==> src/rtl/sel_cmp_pipe.sv <==
// sel_cmp_pipe: two-stage pipelined word select and operate block.
// Selects one of NCH candidate words per transaction and applies PASS,
// unsigned CMP against a reference, MSB index, or running ACC.
//
// Ports:
//   pclk, prst_n          clock, asynchronous active-low reset
//   in_valid/in_ready     input handshake
//   in_data               NCH packed words, channel k at [k*WIDTH +: WIDTH]
//   in_sel                channel select (values >= NCH flag a select error)
//   in_mode               0 PASS, 1 CMP, 2 MSB, 3 ACC
//   in_ref                CMP reference
//   out_valid/out_ready   output handshake
//   out_word/out_flag     result word and mode-dependent flag
//   out_idx               highest set bit index (MSB mode only)
//   sel_err_cnt           saturating count of accepted out-of-range selects
module sel_cmp_pipe #(
    parameter int WIDTH = 8,
    parameter int NCH   = 2,
    parameter int SELW  = $clog2(NCH),
    parameter int IDXW  = $clog2(WIDTH)
) (
    input  logic                   pclk,
    input  logic                   prst_n,
    input  logic                   in_valid,
    output logic                   in_ready,
    input  logic [NCH*WIDTH-1:0]   in_data,
    input  logic [SELW-1:0]        in_sel,
    input  logic [1:0]             in_mode,
    input  logic [WIDTH-1:0]       in_ref,
    output logic                   out_valid,
    input  logic                   out_ready,
    output logic [WIDTH-1:0]       out_word,
    output logic                   out_flag,
    output logic [IDXW-1:0]        out_idx,
    output logic [7:0]             sel_err_cnt
);

    typedef enum logic [1:0] {
        MODE_PASS = 2'd0,
        MODE_CMP  = 2'd1,
        MODE_MSB  = 2'd2,
        MODE_ACC  = 2'd3
    } mode_e;

    logic             r_s1_valid;
    logic [WIDTH-1:0] r_s1_word;
    mode_e            r_s1_mode;
    logic [WIDTH-1:0] r_s1_ref;
    logic             r_s2_valid;
    logic [WIDTH-1:0] r_acc;
    logic [WIDTH-1:0] r_out_word;
    logic             r_out_flag;
    logic [IDXW-1:0]  r_out_idx;
    logic [7:0]       r_err_cnt;

    logic             w_s1_adv;
    logic             w_s2_adv;
    logic             w_sel_err;
    logic [WIDTH-1:0] w_sel_word;
    logic [WIDTH:0]   w_sum;
    logic [IDXW-1:0]  w_msb;
    logic [WIDTH-1:0] w_res_word;
    logic             w_res_flag;
    logic [IDXW-1:0]  w_res_idx;

    assign w_s2_adv  = !r_s2_valid || out_ready;
    assign w_s1_adv  = !r_s1_valid || w_s2_adv;
    assign in_ready  = w_s1_adv;
    assign w_sel_err = ({1'b0, in_sel} >= (SELW + 1)'(NCH));

    // Explicit channel match keeps out-of-range selects from indexing past in_data.
    always_comb begin
        w_sel_word = '0;
        for (int unsigned k = 0; k < NCH; k++) begin
            if (in_sel == SELW'(k)) begin
                w_sel_word = in_data[k*WIDTH +: WIDTH];
            end
        end
    end

    // Ascending scan: the last set bit seen is the highest one.
    always_comb begin
        w_msb = '0;
        for (int unsigned i = 0; i < WIDTH; i++) begin
            if (r_s1_word[i]) begin
                w_msb = IDXW'(i);
            end
        end
    end

    assign w_sum = {1'b0, r_acc} + {1'b0, r_s1_word};

    always_comb begin
        w_res_word = r_s1_word;
        w_res_flag = 1'b0;
        w_res_idx  = '0;
        case (r_s1_mode)
            MODE_CMP: w_res_flag = (r_s1_word > r_s1_ref);
            MODE_MSB: begin
                w_res_idx  = w_msb;
                w_res_flag = |r_s1_word;
            end
            MODE_ACC: begin
                w_res_word = w_sum[WIDTH-1:0];
                w_res_flag = w_sum[WIDTH];
            end
            default: ;
        endcase
    end

    always_ff @(posedge pclk or negedge prst_n) begin
        if (!prst_n) begin
            r_s1_valid <= 1'b0;
            r_s1_word  <= '0;
            r_s1_mode  <= MODE_PASS;
            r_s1_ref   <= '0;
            r_s2_valid <= 1'b0;
            r_acc      <= '0;
            r_out_word <= '0;
            r_out_flag <= 1'b0;
            r_out_idx  <= '0;
            r_err_cnt  <= '0;
        end else begin
            if (w_s1_adv) begin
                r_s1_valid <= in_valid;
                if (in_valid) begin
                    r_s1_word <= w_sel_err ? '0 : w_sel_word;
                    r_s1_mode <= mode_e'(in_mode);
                    r_s1_ref  <= in_ref;
                end
            end
            if (w_s2_adv) begin
                r_s2_valid <= r_s1_valid;
                if (r_s1_valid) begin
                    r_out_word <= w_res_word;
                    r_out_flag <= w_res_flag;
                    r_out_idx  <= w_res_idx;
                    if (r_s1_mode == MODE_ACC) begin
                        r_acc <= w_sum[WIDTH-1:0];
                    end
                end
            end
            if (in_valid && w_s1_adv && w_sel_err && (r_err_cnt != 8'hFF)) begin
                r_err_cnt <= r_err_cnt + 8'd1;
            end
        end
    end

    assign out_valid   = r_s2_valid;
    assign out_word    = r_out_word;
    assign out_flag    = r_out_flag;
    assign out_idx     = r_out_idx;
    assign sel_err_cnt = r_err_cnt;

endmodule

==> config.mk <==
export PLATFORM = sky130hd
export DESIGN_NAME = sel_cmp_pipe
export DESIGN_NICKNAME = d
export VERILOG_FILES = /design/src/rtl/sel_cmp_pipe.sv
export SDC_FILE = /design/constraint.sdc
export NUM_CORES = 1
export LEC_CHECK = 0
export BUFFER_PORTS_ARGS = -buffer_cell sky130_fd_sc_hd__buf_2
export CAP_MARGIN = 20
export CORE_ASPECT_RATIO = 0.6
export CORE_MARGIN = 4
export CORE_UTILIZATION = 54
export DETAILED_ROUTE_END_ITERATION = 7
export HOLD_SLACK_MARGIN = 0.06
export PLACE_DENSITY = 0.8
export SETUP_SLACK_MARGIN = 0.3
export SYNTH_ARGS = -nofsm -noshare
export SYNTH_HDL_FRONTEND = slang
export SYNTH_SLANG_ARGS = --single-unit
==> constraint.sdc <==
create_clock -name pclk -period 2.75 [get_ports pclk]
set_clock_uncertainty 0.05 [all_clocks]
set_input_delay 0.275 -clock pclk [delete_from_list [all_inputs] [get_ports pclk]]
set_output_delay 0.275 -clock pclk [all_outputs]
set_load 0.01 [all_outputs]
==> flow_metrics.env <==
export IMPL_hpwl_mm=3.64
export IMPL_synth_cells=226
export IMPL_cts_sinks=40
export IMPL_num_antenna_cells=0
export IMPL_first_iter_violations=62
export IMPL_antenna_left=0
export IMPL_post_cts_buffers=0
export IMPL_seq_area_frac_synth=0.441
export IMPL_crit_type="reg2reg"
export IMPL_r2r_start="r_s1_word[0]$_DFFE_PN0P_"
export IMPL_cts_tree="yes"
export IMPL_die_w_um=91.7
export IMPL_ys_ff_latch=40
export IMPL_drv_cap=0
export IMPL_first_pass_iters=4
export IMPL_critPathTopFamily="adder cells"
export IMPL_grt_antenna_before_repair=0
export IMPL_numCtsBuffers=5
export IMPL_first_global_vias=1657
export IMPL_cp_slowest_cell="fa_1"
export IMPL_final_nets=318
export IMPL_leakagePower_nw=1.30
export IMPL_dieArea_um2=5340
export IMPL_required_ps=2930
export IMPL_outcome="complete, no violations"
export IMPL_setup_viol_count_final=0
export IMPL_rows=17
export IMPL_worstMarginPinSlew_ps=869
export IMPL_netlist_area_um2=2270
export IMPL_drc=0
export IMPL_routed_via_density=5.47
export IMPL_regArea_um2=1000
export IMPL_clkLatencyLatePin_ps=300
export IMPL_ioPinCount=53
export IMPL_hp_class="in2async"
export IMPL_irDropWorstVdd_uv=444
export IMPL_multi_input_area_um2=1160
export IMPL_crit_arrival_ps=2310
export IMPL_cp_max_fo=5
export IMPL_wl_met2_mm=1.93
export IMPL_fp_dieH_um=58.2
export IMPL_via_count=1793
export IMPL_start_kind="flop"
export IMPL_clkTransAtPathRegs_ps=80
export IMPL_h_tree_depth=2
export IMPL_finalSetupTns_ps=0
export IMPL_overflow=0
export IMPL_io_buffer_count=44
export IMPL_period_minus_slack_ps=2120
export IMPL_slew_viol_final=0
export IMPL_highest_layer="met4"
export IMPL_track_usage=0.194
export IMPL_routed_wl_mm=4.85
export IMPL_n_fill_cell=311
export IMPL_endpoint_kind="flop"
export IMPL_wl_met3_um=342
export IMPL_syn_avg_cell_area_um2=10.0
export IMPL_routabilityCongestion=0.887
export IMPL_yosysUniqueCellTypes=39
export IMPL_cts_buffer_depth=2
export IMPL_drive_gt1_frac=0.262
export IMPL_areaGrowthSynthToFinish_pct=14.0
export IMPL_path_cells="ha_1 -> fa_1 -> a21o_1 -> nand3_2 -> a31oi_1 -> or3_1 -> nand3_1"
export IMPL_core_um2=3850
export IMPL_max_stage_delay_ps=440
export IMPL_worstSetupStartpoint="r_s1_word[0]$_DFFE_PN0P_"
export IMPL_maxSlewHeadroom=0.421
export IMPL_grt_max_degree=41
export IMPL_wl_met1_mm=2.53
export IMPL_fmax_mhz=471
export IMPL_wl_per_cell_um=14.8
export IMPL_period_share=0.772
export IMPL_postCtsHoldBufs=0
export IMPL_grt_pass1_wl_mm=8.04
export IMPL_power_density_nw_per_um2=814
export IMPL_rsz0062_at_grt="no"
export IMPL_ctsResizeCount=0
export IMPL_holdWs_ps=35.0
export IMPL_hold_violations=0
export IMPL_yosysWarnings=0
export IMPL_start_util=0.590
export IMPL_clockRootBuffer="clkbuf_8"
export IMPL_cp_buffers_inverters=0
==> per-stage QoR <==
| step | cell area (um^2) | setup WS [ps] | utilization | power [W] | instances |
|---|---|---|---|---|---|
| after detailed placement | 2500 | 651 | 0.649 | 0.00171 | 320 |
| after CTS | 2590 | 640 | 0.672 | 0.00212 | 328 |
| after floorplan | 2300 | 798 | - | 0.00147 | 233 |
| after global placement | 2500 | 734 | 0.649 | 0.00168 | 320 |
| after global routing | 2590 | 569 | 0.672 | 0.00227 | 328 |
| final | 2590 | 626 | 0.672 | 0.00211 | 328 |
==> per-layer routing <==
metal / vias up / global-route usage
li1: 870 / -
met1: 860 / 0.297
met2: 58 / 0.267
met3: 5 / 0.0532
met4: 0 / 0.0507
met5: - / 0
==> Yosys cell counts <==
library cell  count  area share
a21o_1            2      0.0066
a21oi_1          14       0.031
dfrtp_1          40        0.44
ha_1             16       0.088
nand4_1           3      0.0083
nor4_1            1      0.0028
nor4bb_1          1      0.0044
buf_2             3      0.0066
o21bai_1          1      0.0033
nand2b_1          3      0.0083
nand3_2           1      0.0044
nor2b_1           1      0.0028
clkbuf_1          2      0.0033
nor2_1            7       0.012
o21ai_1           5       0.011
mux2_2           13       0.064
o21ai_0          22       0.048
buf_4             9       0.030
o41ai_1           1      0.0039
a211oi_1          2      0.0066
o211ai_1          3      0.0099
nand3b_2          1      0.0050
inv_1            12       0.020
nand2_1          30       0.050
nand2_2           1      0.0028
nand4_2           1      0.0055
xnor2_1           1      0.0039
a21oi_2           1      0.0039
mux2i_1          11       0.048
nand2b_2          1      0.0039
a31oi_1           2      0.0055
a211oi_2          2       0.011
fa_1              1      0.0088
o21a_1            2      0.0066
nand3_1           1      0.0022
conb_1            1      0.0017
xor2_1            4       0.015
or3_1             2      0.0055
nor3_1            2      0.0044
==> state kept, by name, summed over array words and instances (netlist names) <==
name,count
r_s1_word,8
out_valid,1
r_s1_ref,8
r_s1_valid,1
r_s1_mode,2
out_flag,1
out_idx,3
r_acc,8
out_word,8
==> worst register-to-register path, stage by stage (launching register included) <==
cell	delay, ps
dfrtp_1	430
ha_1	270
fa_1	440
a21o_1	210
nand3_2	70
a31oi_1	90
or3_1	410
nand3_1	80
==> worst paths after layout <==
path	end	cells past startpoint	slack [ps]
worst max-delay path	out_word[6]$_DFFE_PN0P_	7	630
worst min-delay path	out_word[1]$_DFFE_PN0P_	1	30
worst max register to register	out_word[6]$_DFFE_PN0P_	7	630
worst min register to register	out_word[2]$_DFFE_PN0P_	2	420
max in group asynchronous	r_s1_valid$_DFFE_PN0N_	1	2060
min in group pclk	r_s1_valid$_DFFE_PN0N_	2	150
==> power breakdown <==
part           switching [W]  internal, W  total (W)
combinational       0.000462     0.000370   0.000832
sequential          0.000125     0.000744   0.000869
clock               0.000201     0.000205   0.000406
total               0.000788      0.00132    0.00211
==> kinds of logic after synthesis <==
kind of cell | synth area share
compound gates | 0.148
xor+xnor | 0.0193
fa+ha+maj | 0.0970
buf+inv | 0.0595
flops | 0.441
mux | 0.113
other cells | 0.00165
simple gates | 0.121
==> cell type report <==
class,count,share of cell area
Timing Repair Buffer,44,0.0851
Sequential cell,40,0.387
Inverter,12,0.0174
Multi-Input combinational cell,167,0.449
Clock buffer,8,0.0348
Tap cell,57,0.0275
==> cells in the final DEF, fill, tap and decap left out, types with 2 or more instances in the layout <==
cell / instances
ha_1: 16
a211oi_1: 2
o211ai_1: 3
nand2_1: 30
conb_1: 8
nand2b_1: 3
o21a_1: 2
a21o_1: 2
mux2_2: 13
mux2i_1: 11
a31oi_1: 2
clkbuf_1: 2
nor3_1: 2
a211oi_2: 2
dfrtp_1: 40
or3_1: 2
nand4_1: 3
o21ai_0: 22
o21ai_1: 5
inv_1: 12
nor2_1: 7
buf_2: 44
xor2_1: 4
clkbuf_8: 6
a21oi_1: 14
No activity file was read; power rests on OpenSTA's default activity.
